`src/rtl/mem_initiator_pkg.sv`:
```
// ============================================================================
// mem_initiator_pkg : shared constants, state encodings and helpers
// Revision: 1.0
// ============================================================================
`default_nettype none

package mem_initiator_pkg;

  typedef logic [2:0] mi_state_t;

  localparam mi_state_t MI_IDLE   = 3'd0;
  localparam mi_state_t MI_SETUP  = 3'd1;
  localparam mi_state_t MI_STROBE = 3'd2;
  localparam mi_state_t MI_HOLD   = 3'd3;
  localparam mi_state_t MI_RESP   = 3'd4;

  localparam int MEM_ADDR_LSB_WIDTH    = 12;
  localparam int STROBE_CYCLES_DEFAULT = 1;
  localparam int STROBE_CNT_WIDTH      = 4;

  function automatic logic addr_out_of_range(input logic [31:0] addr);
    return |addr[31:MEM_ADDR_LSB_WIDTH];
  endfunction

endpackage

`default_nettype wire

```
`src/rtl/mem_initiator_if.sv`:
```
// ============================================================================
// mem_initiator_if : request/response channels plus data-memory strobe bus
// Revision: 1.0
// ============================================================================
`default_nettype none

interface mem_initiator_if;
  import mem_initiator_pkg::*;

  logic        req_valid;
  logic        req_ready;
  logic        req_write;
  logic [31:0] req_addr;
  logic [31:0] req_wdata;
  logic        resp_valid;
  logic        resp_ready;
  logic [31:0] resp_rdata;
  logic        resp_err;
  logic        mem_ren;
  logic        mem_wen;
  logic [31:0] mem_addr;
  logic [31:0] mem_din;
  logic [31:0] mem_dout;

  modport master (
    input  req_valid, req_write, req_addr, req_wdata, resp_ready, mem_dout,
    output req_ready, resp_valid, resp_rdata, resp_err,
           mem_ren, mem_wen, mem_addr, mem_din
  );

  modport slave (
    output req_valid, req_write, req_addr, req_wdata, resp_ready, mem_dout,
    input  req_ready, resp_valid, resp_rdata, resp_err,
           mem_ren, mem_wen, mem_addr, mem_din
  );

endinterface

`default_nettype wire

```
`src/rtl/mem_initiator.sv`:
```
// ============================================================================
// mem_initiator : sequences single load/store requests onto a level-sensitive
//                 ren/wen data-memory interface with registered strobes
// Revision: 1.0
// ============================================================================
`default_nettype none

module mem_initiator
  import mem_initiator_pkg::*;
#(
  parameter int STROBE_CYCLES = STROBE_CYCLES_DEFAULT
) (
  input  logic             clk,
  input  logic             rst_n,
  mem_initiator_if.master  bus
);

  if (STROBE_CYCLES < 1 || STROBE_CYCLES > 15) begin : g_bad_strobe_cycles
    $error("mem_initiator: STROBE_CYCLES=%0d outside legal range 1..15", STROBE_CYCLES);
  end

  localparam logic [STROBE_CNT_WIDTH-1:0] C_CNT_LOAD = STROBE_CNT_WIDTH'(STROBE_CYCLES - 1);

  mi_state_t                   r_state;
  mi_state_t                   w_state_next;
  logic [STROBE_CNT_WIDTH-1:0] r_cnt;
  logic                        r_write;

  logic        r_req_ready;
  logic        r_resp_valid;
  logic [31:0] r_resp_rdata;
  logic        r_resp_err;
  logic        r_mem_ren;
  logic        r_mem_wen;
  logic [31:0] r_mem_addr;
  logic [31:0] r_mem_din;

  logic w_req_ready;
  logic w_resp_valid;
  logic w_mem_ren;
  logic w_mem_wen;
  logic w_accept;
  logic w_addr_err;
  logic w_strobe_last;

  assign w_accept      = (r_state == MI_IDLE) && bus.req_valid;
  assign w_addr_err    = addr_out_of_range(bus.req_addr);
  assign w_strobe_last = (r_state == MI_STROBE) && (r_cnt == '0);

  always_ff @(posedge clk or negedge rst_n) begin
    if (!rst_n) begin
      r_state <= MI_IDLE;
    end else begin
      r_state <= w_state_next;
    end
  end

  always_comb begin
    w_state_next = r_state;
    case (r_state)
      MI_IDLE:   if (bus.req_valid) w_state_next = w_addr_err ? MI_RESP : MI_SETUP;
      MI_SETUP:  w_state_next = MI_STROBE;
      MI_STROBE: if (r_cnt == '0) w_state_next = MI_HOLD;
      MI_HOLD:   w_state_next = MI_RESP;
      MI_RESP:   if (bus.resp_ready) w_state_next = MI_IDLE;
      default:   w_state_next = MI_IDLE;
    endcase
  end

  // Outputs decode the next state so they can be registered glitch-free;
  // r_write is already settled whenever STROBE is entered (always from SETUP).
  always_comb begin
    w_req_ready  = (w_state_next == MI_IDLE);
    w_resp_valid = (w_state_next == MI_RESP);
    w_mem_ren    = (w_state_next == MI_STROBE) && !r_write;
    w_mem_wen    = (w_state_next == MI_STROBE) &&  r_write;
  end

  always_ff @(posedge clk or negedge rst_n) begin
    if (!rst_n) begin
      r_req_ready  <= 1'b1;
      r_resp_valid <= 1'b0;
      r_resp_rdata <= '0;
      r_resp_err   <= 1'b0;
      r_mem_ren    <= 1'b0;
      r_mem_wen    <= 1'b0;
      r_mem_addr   <= '0;
      r_mem_din    <= '0;
      r_cnt        <= '0;
      r_write      <= 1'b0;
    end else begin
      r_req_ready  <= w_req_ready;
      r_resp_valid <= w_resp_valid;
      r_mem_ren    <= w_mem_ren;
      r_mem_wen    <= w_mem_wen;

      if (w_accept) begin
        r_write      <= bus.req_write;
        r_resp_err   <= w_addr_err;
        r_resp_rdata <= '0;
        // Address/data move only when heading into SETUP, never on an error.
        if (!w_addr_err) begin
          r_mem_addr <= bus.req_addr;
          if (bus.req_write) begin
            r_mem_din <= bus.req_wdata;
          end
        end
      end

      if (r_state == MI_SETUP) begin
        r_cnt <= C_CNT_LOAD;
      end else if ((r_state == MI_STROBE) && (r_cnt != '0)) begin
        r_cnt <= r_cnt - 1'b1;
      end

      if (w_strobe_last && !r_write) begin
        r_resp_rdata <= bus.mem_dout;
      end
    end
  end

  assign bus.req_ready  = r_req_ready;
  assign bus.resp_valid = r_resp_valid;
  assign bus.resp_rdata = r_resp_rdata;
  assign bus.resp_err   = r_resp_err;
  assign bus.mem_ren    = r_mem_ren;
  assign bus.mem_wen    = r_mem_wen;
  assign bus.mem_addr   = r_mem_addr;
  assign bus.mem_din    = r_mem_din;

endmodule

`default_nettype wire
```
`src/flat_wrapper.sv`:
```
// flat-port wrapper written by rule: the top's interface ports become plain ports
module mem_initiator_flat import mem_initiator_pkg::*;
#(
  parameter int STROBE_CYCLES = STROBE_CYCLES_DEFAULT
)
  (clk, rst_n, bus_req_valid, bus_req_write, bus_req_addr, bus_req_wdata, bus_resp_ready, bus_mem_dout, bus_req_ready, bus_resp_valid, bus_resp_rdata, bus_resp_err, bus_mem_ren, bus_mem_wen, bus_mem_addr, bus_mem_din);
  mem_initiator_if bus_i ();
  input  logic clk;
  input  logic rst_n;
  input wire logic [$bits(bus_i.req_valid)-1:0] bus_req_valid;
  input wire logic [$bits(bus_i.req_write)-1:0] bus_req_write;
  input wire logic [$bits(bus_i.req_addr)-1:0] bus_req_addr;
  input wire logic [$bits(bus_i.req_wdata)-1:0] bus_req_wdata;
  input wire logic [$bits(bus_i.resp_ready)-1:0] bus_resp_ready;
  input wire logic [$bits(bus_i.mem_dout)-1:0] bus_mem_dout;
  output wire logic [$bits(bus_i.req_ready)-1:0] bus_req_ready;
  output wire logic [$bits(bus_i.resp_valid)-1:0] bus_resp_valid;
  output wire logic [$bits(bus_i.resp_rdata)-1:0] bus_resp_rdata;
  output wire logic [$bits(bus_i.resp_err)-1:0] bus_resp_err;
  output wire logic [$bits(bus_i.mem_ren)-1:0] bus_mem_ren;
  output wire logic [$bits(bus_i.mem_wen)-1:0] bus_mem_wen;
  output wire logic [$bits(bus_i.mem_addr)-1:0] bus_mem_addr;
  output wire logic [$bits(bus_i.mem_din)-1:0] bus_mem_din;
  assign bus_i.req_valid = bus_req_valid;
  assign bus_i.req_write = bus_req_write;
  assign bus_i.req_addr = bus_req_addr;
  assign bus_i.req_wdata = bus_req_wdata;
  assign bus_i.resp_ready = bus_resp_ready;
  assign bus_i.mem_dout = bus_mem_dout;
  assign bus_req_ready = bus_i.req_ready;
  assign bus_resp_valid = bus_i.resp_valid;
  assign bus_resp_rdata = bus_i.resp_rdata;
  assign bus_resp_err = bus_i.resp_err;
  assign bus_mem_ren = bus_i.mem_ren;
  assign bus_mem_wen = bus_i.mem_wen;
  assign bus_mem_addr = bus_i.mem_addr;
  assign bus_mem_din = bus_i.mem_din;
  mem_initiator #(.STROBE_CYCLES(STROBE_CYCLES)) u_core (.clk(clk), .rst_n(rst_n), .bus(bus_i));
endmodule
```
`config.mk`:
```
export PLATFORM = sky130hd
export DESIGN_NAME = mem_initiator_flat
export DESIGN_NICKNAME = d
export VERILOG_FILES = /design/src/rtl/mem_initiator_pkg.sv /design/src/rtl/mem_initiator_if.sv /design/src/rtl/mem_initiator.sv /design/src/flat_wrapper.sv
export SDC_FILE = /design/constraint.sdc
export NUM_CORES = 1
export LEC_CHECK = 0
export CORE_MARGIN = 4
export CORE_UTILIZATION = 40
export DETAILED_ROUTE_END_ITERATION = 8
export GPL_TIMING_DRIVEN = 0
export PLACE_DENSITY = 0.81
export SLEW_MARGIN = 40
export SYNTH_ARGS = -nofsm -noshare
export SYNTH_HDL_FRONTEND = slang
export SYNTH_SLANG_ARGS = --single-unit
```
`constraint.sdc`:
```
create_clock -name clk -period 2.2 [get_ports clk]
set_input_delay 0.44 -clock clk [delete_from_list [all_inputs] [get_ports clk]]
set_output_delay 0.44 -clock clk [all_outputs]
set_load 0.01 [all_outputs]
```
After elaboration in Yosys (flattened, before gate mapping)
Index checks and enable logic that the tools add are counted.
{"block": "classes", "multipliers": 0, "mux": 9, "n_bitwise": 1, "magnitude_cmp": 0, "eq_ne": 6, "n_addsub": 1, "n_reduce_logical": 16, "n_div": 0, "n_shift": 0}
{"cell": "$mux W32", "n": 2}
{"cell": "$reduce_or A20 Y1", "n": 1}
{"cell": "$pmux W3 S5", "n": 1}
{"cell": "$mux W3", "n": 4}
{"cell": "$eq A3 B2 Y1 const B", "n": 3}
{"cell": "$mux W4", "n": 2}
{"cell": "$eq A3 B3 Y1 const B", "n": 2}
{"cell": "$logic_and A1 B1 Y1", "n": 6}
{"cell": "$logic_not A3 Y1", "n": 2}
{"cell": "$logic_not A4 Y1", "n": 1}
{"cell": "$reduce_bool A2 Y1", "n": 2}
{"cell": "$reduce_bool A4 Y1", "n": 1}
{"cell": "$sub A4 B1 Y4 const B", "n": 1}
{"cell": "$eq A3 B1 Y1 const B", "n": 1}
{"cell": "$reduce_and A3 Y1", "n": 1}
{"cell": "$reduce_and A2 Y1", "n": 1}
{"cell": "$logic_not A1 Y1", "n": 1}
{"cell": "$not A1 Y1", "n": 1}
{"block": "totals", "input_bits": 101, "n_memories": 0, "latch_bits": 0, "mem_bits_rw": 0, "output_inout_bits": 101, "reg_bits": 109, "elab_cells": 44, "romBits": 0}

Logic depth before layout (Yosys ltp)
{"block": "logic_depth", "ltp_word": 6, "mapped_depth": 7, "ltp_nobuf": 6}

Least setup slack after synthesis
OpenSTA, ideal clock, no wires.
{"block": "synth_timing", "path_kind": "register -> register", "startpoint": "reg u_core.r_cnt[0]", "endpoint": "reg u_core.r_resp_rdata[10] (netlist: u_core.bus.resp_rdata[10])", "stages_incl_launch_ff": 8, "n_path_buf": 1, "required_time_ns": 2.079, "synth_period_minus_slack_ns": 1.873, "setup_slack_ns": 0.327, "arrival_ns": 1.752, "setup_ns": 0.121, "path_cell_list": "dfrtp_1 > inv_1 > ha_1 > or3b_1 > nor3b_4 > nor2_1 > buf_2 > a22o_1"}
{"block": "synth_between", "elab_chain_cells": 4, "word_cells_on_any_way": 5, "cone_classes": "1 x mux; 4 x reduce/logical"}
{"element": "start: declaration", "line": "mem_initiator.sv:26", "source": "logic [STROBE_CNT_WIDTH-1:0] r_cnt;"}
{"element": "start signal: assignment", "line": "mem_initiator.sv:113", "source": "r_cnt <= r_cnt - 1'b1;"}
{"element": "$logic_not A4 Y1 (*)", "line": "mem_initiator.sv:48", "source": "assign w_strobe_last = (r_state == MI_STROBE) && (r_cnt == '0);"}
{"element": "$logic_and A1 B1 Y1 (*)", "line": "mem_initiator.sv:48"}
{"element": "$logic_and A1 B1 Y1 (*)", "line": "mem_initiator.sv:116", "source": "if (w_strobe_last && !r_write) begin"}
{"element": "$mux W32 / $reduce_bool A2 Y1 (equally long branches)"}
{"element": "end signal: assignment", "line": "mem_initiator.sv:117", "source": "r_resp_rdata <= bus.mem_dout;"}
{"element": "end: declaration", "line": "mem_initiator.sv:31", "source": "logic [31:0] r_resp_rdata;"}
Every way passes the cells marked *; elsewhere a longest branch is shown, timed or not.
A chain may end at the register's enable or synchronous reset.

Worst setup path after layout
{"block": "layout_timing", "startpoint": "reg u_core.r_state[1]", "endpoint": "reg u_core.r_mem_addr[4] (netlist: u_core.bus.mem_addr[4])"}
{"block": "layout_between", "elab_chain_cells": 3}
{"element": "start: declaration", "line": "mem_initiator.sv:24", "source": "mi_state_t r_state;"}
{"element": "start signal: assignment", "line": "mem_initiator.sv:54", "source": "r_state <= w_state_next;"}
{"element": "$logic_not A3 Y1", "line": "mem_initiator.sv:46", "source": "assign w_accept = (r_state == MI_IDLE) && bus.req_valid;"}
{"element": "$logic_and A1 B1 Y1", "line": "mem_initiator.sv:46"}
{"element": "$reduce_and A2 Y1 (no line)"}
{"element": "end signal: assignment", "line": "mem_initiator.sv:103", "source": "r_mem_addr <= bus.req_addr;"}
{"element": "end: declaration", "line": "mem_initiator.sv:35", "source": "logic [31:0] r_mem_addr;"}
Every way passes these cells.

==> run metrics <==
outcome=completed; Cell Count Post-Placement=606; net count after synthesis=373; endpoint of the lowest-slack register-to-register path=u_core.bus.mem_addr[4]$_DFFE_PN0P_; total length of routed met3 wires=1.26 mm; Pleak=2.98 nW; floorplan die width=109 um; via density per instance=4.78; Hold Path Depth=1; min cycle time layout=2130 ps; antenna cells=0; max_slew headroom=0.687; worst IR drop on VDD=0.450 mV; capture endpoint of the worst hold path=u_core.bus.resp_rdata[28]$_DFFE_PN0P_; number of H-tree branching levels=3; Max Fanout on Critical Path=10; mapped cell area=0.00405 mm2; clock insertion delay at the later pin of the skew report=360 ps; number of different library cells in the post-synthesis netlist=29; drt first pass iters=4; Worst Skew=11.1 ps; count of buffering cells on the critical path with inverters included=2; Max Transition Viols Final=0; buffers added on ports=201; clock edge transition at the registers on the reported setup and hold paths=100 ps; routed length per instance=16.9 um; core area=0.00982 mm2; final-stage net count=594; Critical Path RT=2460 ps; hold wc startpoint=u_core.bus.resp_rdata[28]$_DFFE_PN0P_; Final Hold Violating Endpoints=0; Critical Path Start Type=register; GP Congestion=0.763; CP delay by family, top=simple AND/OR/NAND/NOR gates; vertical die dimension=109 um; global-route wire length before repair=16.4 mm; number of buffers created by CTS=9; Power per Cell Area=531 mW/mm2; Most Frequent Cell on Critical Path=sky130_fd_sc_hd__buf_4; detailed placement HPWL=8.18 mm; class of the most critical hold timing path=reg -> reg; Starting Density=0.412; via count of the first global-routing pass=3219; clock buffer depth=2; most frequent standard cell in the layout excluding fill and tap cells=sky130_fd_sc_hd__clkdlybuf4s50_1; commonest non-fill, non-tap cells in the layout=sky130_fd_sc_hd__clkdlybuf4s50_1 (200), sky130_fd_sc_hd__dfrtp_1 (108), sky130_fd_sc_hd__mux2_2 (43), sky130_fd_sc_hd__a22o_1 (32), sky130_fd_sc_hd__nor2b_1 (20); Seq/Total Area, Yosys=0.674; number of vias after detailed routing=3010; routed wl met2=5.22 mm; Layout area overhead=61.0%; final routed DRC violation total=0; routed length on met1=4.14 mm; Worst-Margin Slew=468 ps; global-route usage over all layers=0.178; highest-delay cell along the critical path=sky130_fd_sc_hd__dfrtp_1; Worst Reg-to-Reg Cells=6; top layer used by detailed routing=met4; post-route antenna net violation count=0; mean instance size in the synthesized netlist=14.9 um2; ordered cell list for the critical path=nor4b_4, buf_4, nand3_1, nor2_2, buf_4, mux2_2; NetSw=774 uW; count of placed standard cells in the final layout, fillers left out=630; total congestion overflow=0; Flop pwr share=0.584; Filler cells=731; maximum operating frequency=469 MHz; overall power consumption=3.47 mW; RSZ-0062 raised after global routing=yes; delay contributed by the slowest stage of the critical path=490 ps; slack of the worst reg-to-reg path=70 ps; clk root buf=sky130_fd_sc_hd__clkbuf_8; signal arrival time at the worst endpoint=2390 ps; total die area=0.0118 mm2; number of antenna violations at the first check in global routing=0; sink count of the clock tree=109; CP Class=reg -> reg; fin crit share=0.969; iteration-0 DRC count of the detailed router=94; CTS tree=yes; number of cells on the critical path=6; standard-cell row count=36; CP endpoint kind=register; fraction of power spent switching nets=0.223; share of total power in combinational logic=0.089; Max Cap Viol=0; cells after synthesis=271; Internal Power=2.69 mW; total number of yosys warnings=0; maximum number of pins on one net before global-route repair=57; post-synthesis sequential element count=109; Reg2Reg Launch Point=u_core.r_state[1]$_DFF_PN0_; number of I/O pins=202; part of the power in the clock network=0.326; share of layout cells above drive strength 1=0.173; sum of routed wire length over all layers=10.6 mm; final number of setup-violating endpoints=0
-- per-stage QoR --
step / setup TNS [ps] / util / cell area, um2 / hold slack (ps) / setup slack (ps)
floorplan: 0 / - / 4050 / 144 / 327
global placement: -375400 / 0.634 / 6230 / 471 / -3300
detailed placement: -18990 / 0.638 / 6260 / 384 / -396
CTS: 0 / 0.658 / 6460 / 510 / 23.1
global route: -420 / 0.664 / 6520 / 526 / -55.8
finish: 0 / 0.664 / 6520 / 506 / 68.3
-- state kept, by name, indices dropped and copies added (netlist names) --
signal / count
u_core.r_cnt: 4
u_core.r_write: 1
u_core.bus.mem_ren: 1
u_core.r_state: 3
u_core.bus.mem_wen: 1
u_core.bus.resp_rdata: 32
u_core.bus.resp_valid: 1
u_core.bus.req_ready: 1
u_core.bus.mem_din: 32
u_core.bus.mem_addr: 32
u_core.bus.resp_err: 1
-- metal layers --
metal / vias up / GRT usage
met5: - / 0
met4: 0 / 0.0298
met3: 2 / 0.0864
met2: 149 / 0.297
met1: 1460 / 0.214
li1: 1399 / -
-- power by group through the flow --
| stage | Combinational [mW] | Sequential [mW] | Clock [mW] |
|---|---|---|---|
| after floorplan | 0.0491 | 2.07 | 0 |
| after global placement | 0.287 | 2.06 | 0 |
| after detailed placement | 0.303 | 2.06 | 0 |
| after CTS | 0.306 | 2.03 | 1.17 |
| after global routing | 0.333 | 2.03 | 1.27 |
| final | 0.309 | 2.02 | 1.13 |
-- layout make-up --
| class | instances | area, um2 | share of cell area |
|---|---|---|---|
| multi-input combinational | 145 | 1240 | 0.190 |
| clock inverter | 4 | 32.5 | 0.00499 |
| timing repair buffer | 210 | 2110 | 0.323 |
| clock buffer | 12 | 155 | 0.0238 |
| sequential | 109 | 2730 | 0.418 |
| buffer | 13 | 76.3 | 0.0117 |
| tap | 133 | 166 | 0.0255 |
| inverter | 4 | 15.0 | 0.00230 |
-- cell usage after synthesis --
| cell | number | area share |
|---|---|---|
| sky130_fd_sc_hd__o211ai_1 | 2 | 0.0037 |
| sky130_fd_sc_hd__a21oi_1 | 1 | 0.0012 |
| sky130_fd_sc_hd__nor3b_1 | 1 | 0.0019 |
| sky130_fd_sc_hd__ha_1 | 1 | 0.0031 |
| sky130_fd_sc_hd__nor3b_4 | 2 | 0.0093 |
| sky130_fd_sc_hd__or3b_1 | 1 | 0.0022 |
| sky130_fd_sc_hd__dfstp_2 | 1 | 0.0065 |
| sky130_fd_sc_hd__clkbuf_1 | 2 | 0.0019 |
| sky130_fd_sc_hd__nor2_2 | 1 | 0.0015 |
| sky130_fd_sc_hd__nor2_1 | 8 | 0.0074 |
| sky130_fd_sc_hd__xor2_1 | 2 | 0.0043 |
| sky130_fd_sc_hd__nor3_4 | 1 | 0.0040 |
| sky130_fd_sc_hd__xnor2_1 | 2 | 0.0043 |
| sky130_fd_sc_hd__buf_4 | 4 | 0.0074 |
| sky130_fd_sc_hd__buf_2 | 7 | 0.0086 |
| sky130_fd_sc_hd__mux2_2 | 43 | 0.12 |
| sky130_fd_sc_hd__or4_1 | 1 | 0.0019 |
| sky130_fd_sc_hd__a22o_1 | 32 | 0.069 |
| sky130_fd_sc_hd__dfrtp_1 | 108 | 0.67 |
| sky130_fd_sc_hd__o21ai_0 | 4 | 0.0049 |
| sky130_fd_sc_hd__or2_2 | 1 | 0.0015 |
| sky130_fd_sc_hd__nor4_1 | 7 | 0.011 |
| sky130_fd_sc_hd__nor3_1 | 2 | 0.0025 |
| sky130_fd_sc_hd__nand2_1 | 6 | 0.0056 |
| sky130_fd_sc_hd__nor4b_4 | 1 | 0.0059 |
| sky130_fd_sc_hd__nand3_1 | 5 | 0.0062 |
| sky130_fd_sc_hd__inv_1 | 4 | 0.0037 |
| sky130_fd_sc_hd__nor2b_1 | 20 | 0.031 |
| sky130_fd_sc_hd__mux2_1 | 1 | 0.0028 |
-- kinds of logic after synthesis --
| kind of cell | count (synthesis) | synth area share |
|---|---|---|
| buf+inv | 17 | 0.0216 |
| xor+xnor | 4 | 0.00865 |
| fa+ha+maj | 1 | 0.00309 |
| mux | 44 | 0.122 |
| simple gates | 57 | 0.0914 |
| flops | 109 | 0.674 |
| compound gates | 39 | 0.0791 |
-- worst max-delay path by stage --
stage	to	startpoint	slack (ps)
2_1_floorplan	u_core.bus.resp_rdata[10]$_DFFE_PN0P_	u_core.r_cnt[0]$_DFFE_PN0P_	330
3_3_place_gp	u_core.bus.mem_addr[6]$_DFFE_PN0P_	rst_n	-3300
3_5_place_dp	u_core.bus.mem_din[28]$_DFFE_PN0P_	bus_req_addr[24]	-400
4_1_cts	u_core.bus.mem_din[28]$_DFFE_PN0P_	u_core.r_state[1]$_DFF_PN0_	20
5_1_grt	u_core.bus.mem_addr[8]$_DFFE_PN0P_	u_core.r_state[1]$_DFF_PN0_	-60
6_report	u_core.bus.mem_addr[4]$_DFFE_PN0P_	u_core.r_state[1]$_DFF_PN0_	70
-- worst register-to-register path, cell delays in order (launching register included) --
cell and delay, ps:
sky130_fd_sc_hd__dfrtp_1 490, sky130_fd_sc_hd__nor4b_4 380, sky130_fd_sc_hd__buf_4 180, sky130_fd_sc_hd__nand3_1 110, sky130_fd_sc_hd__nor2_2 270, sky130_fd_sc_hd__buf_4 250
sky130_fd_sc_hd__mux2_2 360
-- timing repair --
action / 4_1_cts / 5_1_grt
hold endpoints to repair: 52 / 0
buffers inserted: 0 / 7
pin swaps: 0 / 3
resized for setup: 1 / 1
endpoints found under the setup margin: 2 / 69
hold buffers: 1 / 0
gates cloned: 0 / 0
(Power assumes the default switching activity.)
